**src/rtl/onehot_index_driver_if.sv**
```systemverilog
// ----------------------------------------------------------------------------
// onehot_index_driver_if
//   Bundles the control inputs and status outputs of onehot_index_driver.
//   The master side (ALU control path) drives the position and mode.
//   The slave side (the driver) returns the one-hot pattern and status.
//
//   Index     master->slave  IDX_W  binary position to load
//   Load      master->slave  1      one-cycle load strobe
//   Scan      master->slave  1      0 = static hold, 1 = auto-rotate
//   Dir       master->slave  1      0 = rotate toward MSB, 1 = toward LSB
//   OneHot    slave->master  WIDTH  registered one-hot (or all-zero) pattern
//   CurIndex  slave->master  IDX_W  binary index of the hot bit, 0 when idle
//   Error     slave->master  1      sticky out-of-range load flag
//   Step      slave->master  1      one-cycle pulse per scan rotation
// ----------------------------------------------------------------------------
interface onehot_index_driver_if #(
    parameter int unsigned WIDTH = 8,
    parameter int unsigned IDX_W = 4
);
    logic [IDX_W-1:0] Index;
    logic             Load;
    logic             Scan;
    logic             Dir;
    logic [WIDTH-1:0] OneHot;
    logic [IDX_W-1:0] CurIndex;
    logic             Error;
    logic             Step;

    modport master (
        output Index,
        output Load,
        output Scan,
        output Dir,
        input  OneHot,
        input  CurIndex,
        input  Error,
        input  Step
    );

    modport slave (
        input  Index,
        input  Load,
        input  Scan,
        input  Dir,
        output OneHot,
        output CurIndex,
        output Error,
        output Step
    );
endinterface

```
**src/rtl/onehot_index_driver.sv**
```systemverilog
// ----------------------------------------------------------------------------
// onehot_index_driver
//   Drives a WIDTH-bit one-hot LED pattern from a binary index. In static
//   mode the loaded position is held; in scan mode the hot bit rotates one
//   place every DIV clock cycles. The current position is reported back as
//   a binary index and out-of-range loads raise a sticky error flag.
//
//   Clock   in   rising-edge clock
//   ResetN  in   asynchronous active-low reset
//   io      slave side of onehot_index_driver_if
//             Index/Load/Scan/Dir in, OneHot/CurIndex/Error/Step out
//   All outputs are registered; none is combinational from an input.
// ----------------------------------------------------------------------------
module onehot_index_driver #(
    parameter int unsigned WIDTH = 8,
    parameter int unsigned IDX_W = 4,
    parameter int unsigned DIV   = 1000
) (
    input  logic                  Clock,
    input  logic                  ResetN,
    onehot_index_driver_if.slave  io
);

    localparam int unsigned PW = (DIV > 2) ? $clog2(DIV) : 1;

    localparam logic [PW-1:0]    TERM_CNT = PW'(DIV - 1);
    localparam logic [IDX_W-1:0] LAST_IDX = IDX_W'(WIDTH - 1);
    // One extra bit so the range check also works when IDX_W can just hold WIDTH.
    localparam logic [IDX_W:0]   WIDTH_X  = (IDX_W + 1)'(WIDTH);

    typedef enum logic [1:0] {
        IDLE = 2'd0,
        HOLD = 2'd1,
        SCAN = 2'd2
    } state_t;

    state_t           state_q,   state_d;
    logic [WIDTH-1:0] one_hot_q, one_hot_d;
    logic [IDX_W-1:0] cur_q,     cur_d;
    logic             error_q,   error_d;
    logic             step_q,    step_d;
    logic [PW-1:0]    presc_q,   presc_d;

    logic             index_ok;

    assign index_ok = ({1'b0, io.Index} < WIDTH_X);

    // ------------------------------------------------------------------
    // State and output registers
    // ------------------------------------------------------------------
    always_ff @(posedge Clock or negedge ResetN) begin
        if (!ResetN) begin
            state_q   <= IDLE;
            one_hot_q <= '0;
            cur_q     <= '0;
            error_q   <= 1'b0;
            step_q    <= 1'b0;
            presc_q   <= '0;
        end else begin
            state_q   <= state_d;
            one_hot_q <= one_hot_d;
            cur_q     <= cur_d;
            error_q   <= error_d;
            step_q    <= step_d;
            presc_q   <= presc_d;
        end
    end

    // ------------------------------------------------------------------
    // Next-state and next-output logic
    // ------------------------------------------------------------------
    always_comb begin
        state_d   = state_q;
        one_hot_d = one_hot_q;
        cur_d     = cur_q;
        error_d   = error_q;
        step_d    = 1'b0;
        presc_d   = presc_q;

        if (io.Load) begin
            // A load always wins over a coincident terminal count.
            presc_d = '0;
            if (index_ok) begin
                one_hot_d = WIDTH'(1) << io.Index;
                cur_d     = io.Index;
                error_d   = 1'b0;
                state_d   = io.Scan ? SCAN : HOLD;
            end else begin
                one_hot_d = '0;
                cur_d     = '0;
                error_d   = 1'b1;
                state_d   = IDLE;
            end
        end else begin
            unique case (state_q)
                IDLE: begin
                    presc_d = '0;
                end

                HOLD: begin
                    // Entering SCAN starts the count from 0, so the first
                    // rotation lands a full DIV cycles after the switch.
                    presc_d = '0;
                    if (io.Scan) begin
                        state_d = SCAN;
                    end
                end

                SCAN: begin
                    if (!io.Scan) begin
                        state_d = HOLD;
                        presc_d = '0;
                    end else if (presc_q == TERM_CNT) begin
                        presc_d = '0;
                        step_d  = 1'b1;
                        if (io.Dir) begin
                            one_hot_d = {one_hot_q[0], one_hot_q[WIDTH-1:1]};
                            cur_d     = (cur_q == '0) ? LAST_IDX : cur_q - IDX_W'(1);
                        end else begin
                            one_hot_d = {one_hot_q[WIDTH-2:0], one_hot_q[WIDTH-1]};
                            cur_d     = (cur_q == LAST_IDX) ? '0 : cur_q + IDX_W'(1);
                        end
                    end else begin
                        presc_d = presc_q + PW'(1);
                    end
                end

                default: begin
                    state_d   = IDLE;
                    one_hot_d = '0;
                    cur_d     = '0;
                    presc_d   = '0;
                end
            endcase
        end
    end

    assign io.OneHot   = one_hot_q;
    assign io.CurIndex = cur_q;
    assign io.Error    = error_q;
    assign io.Step     = step_q;

    // At most one hot bit, and never unknown, at every edge out of reset.
    a_onehot0 : assert property (@(posedge Clock) disable iff (!ResetN)
        $onehot0(one_hot_q) && !$isunknown(one_hot_q));

endmodule

```
**src/flat_wrapper.sv**
```systemverilog
// flat-port wrapper written by rule: the top's interface ports become plain ports
module onehot_index_driver_flat 
#(
    parameter int unsigned WIDTH = 8,
    parameter int unsigned IDX_W = 4,
    parameter int unsigned DIV   = 1000
)
  (Clock, ResetN, io_Index, io_Load, io_Scan, io_Dir, io_OneHot, io_CurIndex, io_Error, io_Step);
  onehot_index_driver_if #(.WIDTH(WIDTH), .IDX_W(IDX_W)) io_i ();
  input  logic Clock;
  input  logic ResetN;
  input wire logic [$bits(io_i.Index)-1:0] io_Index;
  input wire logic [$bits(io_i.Load)-1:0] io_Load;
  input wire logic [$bits(io_i.Scan)-1:0] io_Scan;
  input wire logic [$bits(io_i.Dir)-1:0] io_Dir;
  output wire logic [$bits(io_i.OneHot)-1:0] io_OneHot;
  output wire logic [$bits(io_i.CurIndex)-1:0] io_CurIndex;
  output wire logic [$bits(io_i.Error)-1:0] io_Error;
  output wire logic [$bits(io_i.Step)-1:0] io_Step;
  assign io_i.Index = io_Index;
  assign io_i.Load = io_Load;
  assign io_i.Scan = io_Scan;
  assign io_i.Dir = io_Dir;
  assign io_OneHot = io_i.OneHot;
  assign io_CurIndex = io_i.CurIndex;
  assign io_Error = io_i.Error;
  assign io_Step = io_i.Step;
  onehot_index_driver #(.WIDTH(WIDTH), .IDX_W(IDX_W), .DIV(DIV)) u_core (.Clock(Clock), .ResetN(ResetN), .io(io_i));
endmodule
```
**config.mk**
```make
export PLATFORM = sky130hd
export DESIGN_NAME = onehot_index_driver_flat
export DESIGN_NICKNAME = d
export VERILOG_FILES = /design/src/rtl/onehot_index_driver_if.sv /design/src/rtl/onehot_index_driver.sv /design/src/flat_wrapper.sv
export SDC_FILE = /design/constraint.sdc
export NUM_CORES = 1
export LEC_CHECK = 0
export CAP_MARGIN = 40
export CORE_ASPECT_RATIO = 1.2
export CORE_MARGIN = 1.5
export CORE_UTILIZATION = 60
export CTS_BUF_LIST = sky130_fd_sc_hd__clkbuf_8
export CTS_CLUSTER_SIZE = 25
export DETAILED_ROUTE_END_ITERATION = 8
export GPL_ROUTABILITY_DRIVEN = 0
export PLACE_DENSITY = 0.88
export SLEW_MARGIN = 25
export SYNTH_ARGS = -nofsm -noshare
export SYNTH_HDL_FRONTEND = slang
export SYNTH_SLANG_ARGS = --single-unit
```
**constraint.sdc**
```tcl
create_clock -name Clock -period 4.3 [get_ports Clock]
set_input_delay 0.43 -clock Clock [delete_from_list [all_inputs] [get_ports Clock]]
set_output_delay 0.43 -clock Clock [all_outputs]
set_load 0.01 [all_outputs]
```
==> run metrics <==
Synth Register Bits 26; share of cells above drive strength 1 10.9%; Worst EP arrival ~2200 ps; post-CTS resize count 0; Max clock buf depth 2; sequential cell area 651 um^2; register area share after synthesis 43.4%; Fmax between 400 and 500 MHz; number of diodes 0; nets around 180; Setup Skew 3.28 ps; WL met1 1280 um; Avg Cell Area, Syn between 10 and 15 um^2; Max-Slew Margin vs Limit roughly 57%; Die Wd 48.6 um; worst-skew pair later-pin latency 270 ps; Setup CP Type in -> reg; DRT Wirelength 3000 um; library cells used by synthesis 37; Die Y 57.7 um; Worst setup SP type primary input; max layer used met4; register-to-register setup slack ~2400 ps; Worst Hold Class reg -> reg; via count about 1,200; vias in the first global route 1,163; remaining design rule violation count 0; CTS tree built; synth-to-layout area growth 19.4%; Total Neg Setup Slack 0 ps; CP startpoint io_Load; DP Area 1730 um^2; FF-to-FF End u_core.io.OneHot[3]; Synth top area share 43.4%; total clock sinks 26; crit end category flop; Worst-path clk slew approximately 90 ps; Cells after Synth 142; total of max-cap violations 0; clock root buffer clkbuf_8; PortBufs 22; syn nets 154; worst reg2reg startpoint u_core.presc_q[0]; VDD IR max approximately 0.31 mV; crit-path max FO 12; post-layout min period approximately 2000 ps; FF-to-FF path depth 5; CP Capture Point u_core.io.OneHot[0]; TritonRoute pass-1 iters 4; hold_buf cts 0; Power Dens Cells 293 nW/um^2; ANT nets after route 0; Tot Pwr 0.525 mW; RSZ-0062 raised after global routing no; cell taking the most area after synthesis dfrtp_1; Core ar. 2330 um^2; count of final setup violators 0; Warnings, synthesis 0; die area 2810 um^2; average routed wire per standard cell roughly 15 um; fillcell total 171; fin area roughly 1800 um^2; Pleak ~0.78 nW; Rows 19; # H-tree levels 1; worst-margin pin slew 642 ps; vias per inst 5.91; initial antenna violation count 0; GRT Overall Usage 23.3%; final critical-path share of the clock period 47.3%; DP HPWL 2250 um; Initial DRC Count 20; Hold Violations, Final 0; # Post-CTS Setup Buffers 0; Num CTS Buffers 3; Critical Path RT about 4500 ps; met3 wire len 81 um; Ports 23; max-slew violation count 0; area of the multi-input gates 793 um^2; Initial Util between 60 and 70%; largest net degree at the start of global routing 27; ranking of synthesized cells by area dfrtp_1, mux2i_1, mux2_4, nor2_1, xnor2_1; outcome finished clean; global-route wire length before repair 5060 um; total gr overflow 0; Post-Syn Area about 1500 um^2; met2 WL 1560 um
-- synthesized netlist by cell type --
cell type,n
a21oi_1,3
a221o_1,1
a22oi_1,1
and3_1,4
and3b_1,1
buf_2,1
buf_6,2
clkbuf_1,1
dfrtp_1,26
ha_1,3
inv_1,6
mux2_2,3
mux2_4,7
mux2i_1,12
nand2_1,9
nand2b_1,4
nand3_1,4
nand3b_1,1
nand4_1,1
nand4b_1,1
nor2_1,15
nor2b_1,1
nor3_1,2
nor3b_1,1
nor3b_2,1
nor4_1,1
nor4_2,1
o21a_4,1
o21ai_0,6
o22ai_1,6
o2bb2ai_1,1
o32ai_1,2
or2_1,1
or3_1,1
or3b_1,1
xnor2_1,5
xor2_1,5
-- final cells by class --
cell class / instances / share of cell area, %
tap: 31 / 2.17
sequential: 26 / 36.4
timing repair buffer: 23 / 12.7
clock buffer: 4 / 3.08
multi-input combinational: 106 / 44.4
inverter: 6 / 1.26
-- power by group --
group | internal, mW | switching (mW)
registers | 0.254 | 0.0130
clock network | 0.0818 | 0.0747
logic | 0.0530 | 0.0482
-- layer usage --
layer  global-route usage, %  vias to the layer above
met2                    43.4                       28
met5                       0                        -
met4                    11.0                        0
met1                    27.0                      571
li1                        -                      549
met3                    2.32                       10
-- registers in the layout (all words and copies together), names as in the netlist --
| register | flops |
|---|---|
| u_core.presc_q | 10 |
| u_core.io.OneHot | 8 |
| u_core.io.CurIndex | 4 |
| u_core.state_q | 2 |
| u_core.io.Error | 1 |
| u_core.io.Step | 1 |
-- critical path, stage by stage --
cell and delay [ps]:
clkdlybuf4s50_1 510, or3b_1 570, o21a_4 360, mux2_4 320
-- worst min-delay path by stage --
stage | from | endpoint | slack (ps) | depth (start not counted)
2_1_floorplan | ResetN | u_core.io.CurIndex[0] | 130 | 0
3_3_place_gp | u_core.presc_q[0] | u_core.presc_q[0] | 460 | 1
3_5_place_dp | u_core.presc_q[0] | u_core.presc_q[0] | 480 | 1
4_1_cts | u_core.presc_q[0] | u_core.presc_q[0] | 490 | 1
5_1_grt | u_core.presc_q[0] | u_core.presc_q[0] | 520 | 1
6_report | u_core.presc_q[0] | u_core.presc_q[0] | 490 | 1
-- kinds of logic (layout without fill, tap and decap cells) --
kind of cell | after synthesis | after routing | synth area share, %
adder cells (fa/ha/maj) | 3 | 3 | 2.51
AND/OR/NAND/NOR | 50 | 50 | 17.9
AO/OA/AOI/OAI | 21 | 21 | 9.44
multiplexers | 22 | 22 | 17.3
buffers and inverters | 10 | 33 | 3.59
XOR/XNOR | 10 | 10 | 5.85
flip-flops | 26 | 26 | 43.4
-- through the flow --
stage	setup slack, ps	hold slack [ps]	instances	util [%]
after global routing	2200	519	196	76.7
after floorplan	2610	134	142	-
final	2270	491	196	76.7
after detailed placement	1980	481	192	74.4
after global placement	2050	464	192	74.4
after CTS	2260	493	196	76.7
-- placed cells by master (no fill, tap or decap), types with 2 or more instances in the layout --
cell type	Yosys	layout
mux2_4	7	7
xnor2_1	5	5
nor2_1	15	15
mux2_2	3	3
nor3_1	2	2
nand2_1	9	9
nand2b_1	4	4
dfrtp_1	26	26
o32ai_1	2	2
ha_1	3	3
o21ai_0	6	6
nand3_1	4	4
clkbuf_8	0	4
a21oi_1	3	3
and3_1	4	4
mux2i_1	12	12
inv_1	6	6
o22ai_1	6	6
xor2_1	5	5
clkdlybuf4s50_1	0	22
Note: power is estimated with default switching activity, not from simulation.
==> edit 1, RTL diff (same flow settings) <==
`DIV` is set to 1000 in 2 places; all go to 2000.
--- a/src/rtl/onehot_index_driver.sv
+++ b/src/rtl/onehot_index_driver.sv
@@ -14,7 +14,7 @@
 module onehot_index_driver #(
     parameter int unsigned WIDTH = 8,
     parameter int unsigned IDX_W = 4,
-    parameter int unsigned DIV   = 1000
+    parameter int unsigned DIV   = 2000
 ) (
     input  logic                  Clock,
     input  logic                  ResetN,
--- a/src/flat_wrapper.sv
+++ b/src/flat_wrapper.sv
@@ -3,7 +3,7 @@
 #(
     parameter int unsigned WIDTH = 8,
     parameter int unsigned IDX_W = 4,
-    parameter int unsigned DIV   = 1000
+    parameter int unsigned DIV   = 2000
 )
   (Clock, ResetN, io_Index, io_Load, io_Scan, io_Dir, io_OneHot, io_CurIndex, io_Error, io_Step);
   onehot_index_driver_if #(.WIDTH(WIDTH), .IDX_W(IDX_W)) io_i ();
Function: no difference found for any inputs over 10 cycles, from zero or initial values and one cycle with ResetN low; that may be too few to reach the edited logic, so the function may still have changed.
==> edit 1 against the unedited design <==
- synthesized cell count is 1.4% lower
- final area is 0.14% higher
- area after synthesis is 0.25% higher
- routed wire length is 6.1% higher
- fmax hardly changed
- via count is 0.26% lower
- total power is 4.5% lower
- core utilization is 0.11 points higher
- setup slack hardly changed
- global-route usage is 2.2 points higher
- sequential cell count is 1 higher
- cell count is 1.0% lower
- largest cell class unchanged
- highest routed layer unchanged
==> edit 1: results (changes against the unedited design) <==
[routing]
wl_met2_mm = 1.705  ; was 1.558 mm
routed_wirelength_mm = 3.180  ; was 2.996 mm
routed-wl-met3_um = 120  ; was 81 um
wl_met1_mm = 1.330  ; was 1.278 mm
initialDrtViolationCount = 40  ; was 20
route.vias.total = 1155  ; was 1158
drt-wirelength-per-cell_um = 16.39  ; was 15.29 um
firstDrtPassIters = 4  ; unchanged
dr.max_layer_used = met4  ; unchanged

[synthesis]
synth_cell_types = 33  ; was 37
synth_area_leaders = dfrtp_1 (45%), mux2i_1 (8.7%), mux2_4 (7.0%)  ; was dfrtp_1 (43%), mux2i_1 (8.0%), mux2_4 (7.0%)
synth-async-reset-ratio_pct = 100.0  ; unchanged
ys.flop_type = dfrtp_1  ; unchanged
syn_inst = 140  ; was 142
syn_nets = 152  ; was 154
seq_area_frac_synth_pct = 45.00  ; was 43.44%
synthTopCellsByCount = dfrtp_1 (27), nor2_1 (16), mux2i_1 (13)  ; was dfrtp_1 (26), nor2_1 (15), mux2i_1 (12)

[critical_path]
crit_arrival_ns = 2.20
cp_max_fo = 12  ; unchanged
r2r_cells = 5  ; unchanged

[cts]
cts_hold_buf = 0  ; unchanged
postCtsSetupBuffers = 0  ; unchanged
cts.htree.levels = 1  ; unchanged
numCtsBuffers = 3  ; unchanged
clock_path_buffers = 2  ; unchanged
cts_root_buf = clkbuf_8  ; unchanged
insertion_delay_ns = 0.27  ; about the same
cts_resized = 0  ; unchanged
path_clk_slew_ns = 0.09  ; about the same

[min_path]
hold_depth = 1  ; unchanged

[status]
status = complete, no violations  ; unchanged

[cells_and_area]
fillers = 171  ; unchanged
antenna_cells = 0  ; unchanged
nets = 176  ; was 178
regMostFlops = u_core.presc_q  ; unchanged
largest_reg_flops = 11  ; was 10
final_layout_size_suffix_gt1_share_pct = 11.66  ; was 10.91%

[sta]
max_slew_margin_pct = 53.73  ; was 57.08%
clock-skew-final_ns = 0.001548  ; was 0.003285 ns

[global_routing]
grt_antenna_before_repair = 0  ; unchanged
grt_max_degree = 28  ; was 27
grt_pass1_wl_mm = 5.554  ; was 5.064 mm
grt_use_total_pct = 25.55  ; was 23.32%

[pwr]
power_leakage_nw = 0.7743  ; was 0.7831 nW
irDropWorstVdd_mv = 0.2244  ; was 0.3149 mV

[run]
max_cap_violations = 0  ; unchanged

[place]
port_buffers = 22  ; unchanged
dp_hpwl_mm = 2.255  ; was 2.253 mm
place_inst = 190  ; was 192

## edit 1: logic make-up (layout without fill, tap and decap cells)
kind of cell	count (synthesis)	count (layout)	synth area share [%]
flip-flops	27	27	45.00
adder cells (fa/ha/maj)	3	3	2.500
multiplexers	22	22	17.17
AND/OR/NAND/NOR	49	49	17.33
AO/OA/AOI/OAI	19	19	8.834
buffers and inverters	9	32	2.750
XOR/XNOR	11	11	6.417
## edit 1: metal layers
layer / track usage (%) / vias up
li1: - / 547
met1: 30.22 / 567
met2: 46.58 / 37
met3: 3.608 / 4
met4: 11.02 / 0
met5: 0 / -
## edit 1: report_power, final
part / switching (W) / internal [W]
logic: 0.0000426 / 0.0000431
clock network: 0.0000792 / 0.0000641
registers: 0.0000103 / 0.000262
## edit 1: metrics by stage
step	setup WS, ns	area, sq um
after CTS	2.267	1790
after global placement	2.248	1745
after floorplan	2.318	1501
after detailed placement	2.185	1745
final	2.265	1790
after global routing	2.190	1790
## edit 1: critical path: stages, from the launching register on
cell     delay (ns)
dfrtp_1        0.40
ha_1           0.25
nand3_4        0.12
or4_4          0.53
o21a_4         0.31
mux2_4         0.32
## edit 1: layout make-up
| type | count | area share, % |
|---|---|---|
| Clock buffer | 3 | 2.306 |
| Sequential cell | 27 | 37.74 |
| Timing Repair Buffer | 23 | 12.72 |
| Tap cell | 31 | 2.166 |
| Multi-Input combinational cell | 104 | 43.82 |
| Inverter | 5 | 1.048 |
| Clock inverter | 1 | 0.2096 |
## edit 1: worst paths after layout
kind | startpoint | slack [ns] | end
worst min register to register | u_core.presc_q[0] | 0.49 | u_core.presc_q[0]
max in group asynchronous | ResetN | 3.51 | u_core.presc_q[0]
min in group asynchronous | ResetN | 0.54 | u_core.io.Step
worst min-delay path | u_core.presc_q[0] | 0.49 | u_core.presc_q[0]
worst max-delay path | u_core.presc_q[0] | 2.27 | u_core.io.OneHot[4]
worst max register to register | u_core.presc_q[0] | 2.27 | u_core.io.OneHot[4]
==> edit 2, RTL diff (same flow settings) <==
Without the edit above. Reset style: synchronous (`ResetN`), changed in one clocked block. Comments in the files are not updated.
--- a/src/rtl/onehot_index_driver.sv
+++ b/src/rtl/onehot_index_driver.sv
@@ -48,7 +48,7 @@
     // ------------------------------------------------------------------
     // State and output registers
     // ------------------------------------------------------------------
-    always_ff @(posedge Clock or negedge ResetN) begin
+    always_ff @(posedge Clock) begin
         if (!ResetN) begin
             state_q   <= IDLE;
             one_hot_q <= '0;
Function: differs if ResetN is asserted again (counterexample within 4 cycles, from zero or initial values and one cycle with ResetN low); with ResetN held inactive, the same outputs for 10 cycles.
==> edit 2 against the unedited design <==
- area after synthesis down 12%
- final area down 9.2%
- highest routed layer unchanged
- sequential cell count unchanged
- critical endpoint is now u_core.io.CurIndex[3]
- critical path type unchanged
- routed wire length grew 3.6%
- global-route usage increased by 4.6 points
- largest power group unchanged
- sequential power fell by 4%
- total power is 9.1% lower
- worst hold slack worse by 0.034 ns
- setup slack got worse by 0.21 ns
- core utilization grew 1.6 points
- synthesized cell count grew 9.9%
==> edit 2: results (changes against the unedited design) <==
[cells_and_area]
nets = 189  ; was 178
final_layout_size_suffix_gt1_share_pct = 6.250  ; was 10.91%
fillers = 162  ; was 171
regMostFlops = u_core.presc_q  ; unchanged

[synthesis]
synth-async-reset-ratio_pct = 0  ; was 100.0%
synth_area_leaders = dfxtp_1 (39%), mux2i_1 (5.3%), nor2_1 (5.1%)  ; was dfrtp_1 (43%), mux2i_1 (8.0%), mux2_4 (7.0%)
synthTopCellsByCount = dfxtp_1 (26), nor2_1 (18), a21oi_1 (11), o21ai_0 (11), nand3_1 (9)  ; was dfrtp_1 (26), nor2_1 (15), mux2i_1 (12)
ys_ff_latch = 26  ; unchanged
syn_nets = 168  ; was 154
seq_area_frac_synth_pct = 39.32  ; was 43.44%

[status]
status = complete, no violations  ; unchanged

[pwr]
irDropWorstVdd_mv = 0.3248  ; was 0.3149 mV
power_leakage_nw = 0.5638  ; was 0.7831 nW

[critical_path]
cp_max_fo = 14  ; was 12
path_delay_family = buffers and inverters  ; was simple AND/OR/NAND/NOR gates
r2r-start = u_core.presc_q[0]  ; unchanged
crit_path_top_delay_cell = clkdlybuf4s50_1  ; was or3b_1
cpPeakStageDelay_ns = 0.87  ; was 0.57 ns
crit_start = io_Dir  ; was io_Load

[routing]
routed_wirelength_mm = 3.103  ; was 2.996 mm
route.vias.total = 1219  ; was 1158
dr.max_layer_used = met4  ; unchanged
wl_met1_mm = 1.247  ; was 1.278 mm
wl_met2_mm = 1.621  ; was 1.558 mm
initialDrtViolationCount = 37  ; was 20
routed-wl-met3_um = 168  ; was 81 um

[global_routing]
grt_pass1_wl_mm = 5.050  ; was 5.064 mm
grt_max_degree = 21  ; was 27
grt_use_total_pct = 27.93  ; was 23.32%
grt_pass1_vias = 1145  ; was 1163

[min_path]
min_from = u_core.presc_q[0]  ; unchanged
hold_path.class = flip-flop to flip-flop  ; unchanged

[sta]
max_slew_margin_pct = 57.56  ; was 57.08%
clock-skew-final_ns = 0.001070  ; was 0.003285 ns

[place]
dp_hpwl_mm = 2.354  ; was 2.253 mm

[cts]
cts_root_buf = clkbuf_8  ; unchanged

## edit 2: through the flow
stage / cells / setup WS, ns / instance area [sq um]
3_3_place_gp: 202 / 1.856 / 1569
2_1_floorplan: 156 / 2.540 / 1324
6_report: 206 / 2.054 / 1624
4_1_cts: 206 / 2.047 / 1624
3_5_place_dp: 202 / 1.767 / 1569
5_1_grt: 206 / 1.986 / 1624
## edit 2: final timing paths
kind / to / slack (ns) / depth (start not counted)
hold / removal: u_core.presc_q[0] / 0.46 / 1
hold reg to reg: u_core.presc_q[0] / 0.46 / 1
setup reg to reg: u_core.io.CurIndex[2] / 2.33 / 5
setup / recovery: u_core.io.CurIndex[3] / 2.05 / 5
## edit 2: logic make-up after synthesis
kind of cell	Yosys count	share of synthesized area [%]
compound gates	38	18.05
mux	9	6.994
buf+inv	15	4.347
xor+xnor	9	5.955
fa+ha+maj	3	2.836
simple gates	56	22.50
flops	26	39.32
## edit 2: layer usage
layer  vias to the layer above  GRT usage, %
met2                        43         47.69
met3                         9         5.611
met5                         -             0
met1                       565         32.65
met4                         0         13.81
li1                        602             -
## edit 2: where the power goes
part | leakage (nW) | internal [W] | total [W] | switching (W)
sequential | 0.212 | 0.000248 | 0.000256 | 0.00000847
combinational | 0.323 | 0.0000340 | 0.0000657 | 0.0000317
clock | 0.0288 | 0.0000818 | 0.000155 | 0.0000729
total | 0.564 | 0.000364 | 0.000477 | 0.000113
## edit 2: worst register-to-register path: cells and delay by family, from the launching register on
kind,cells,cell delay [ns]
simple gates,3,1.14
flops,1,0.36
fa+ha+maj,1,0.22
compound gates,1,0.17
## edit 2: area by class of cell
class	instances	share of cell area (%)
Clock buffer	4	3.390
Sequential cell	26	32.05
Timing Repair Buffer	23	14.02
Inverter	8	1.849
Tap cell	30	2.311
Multi-Input combinational cell	115	46.38
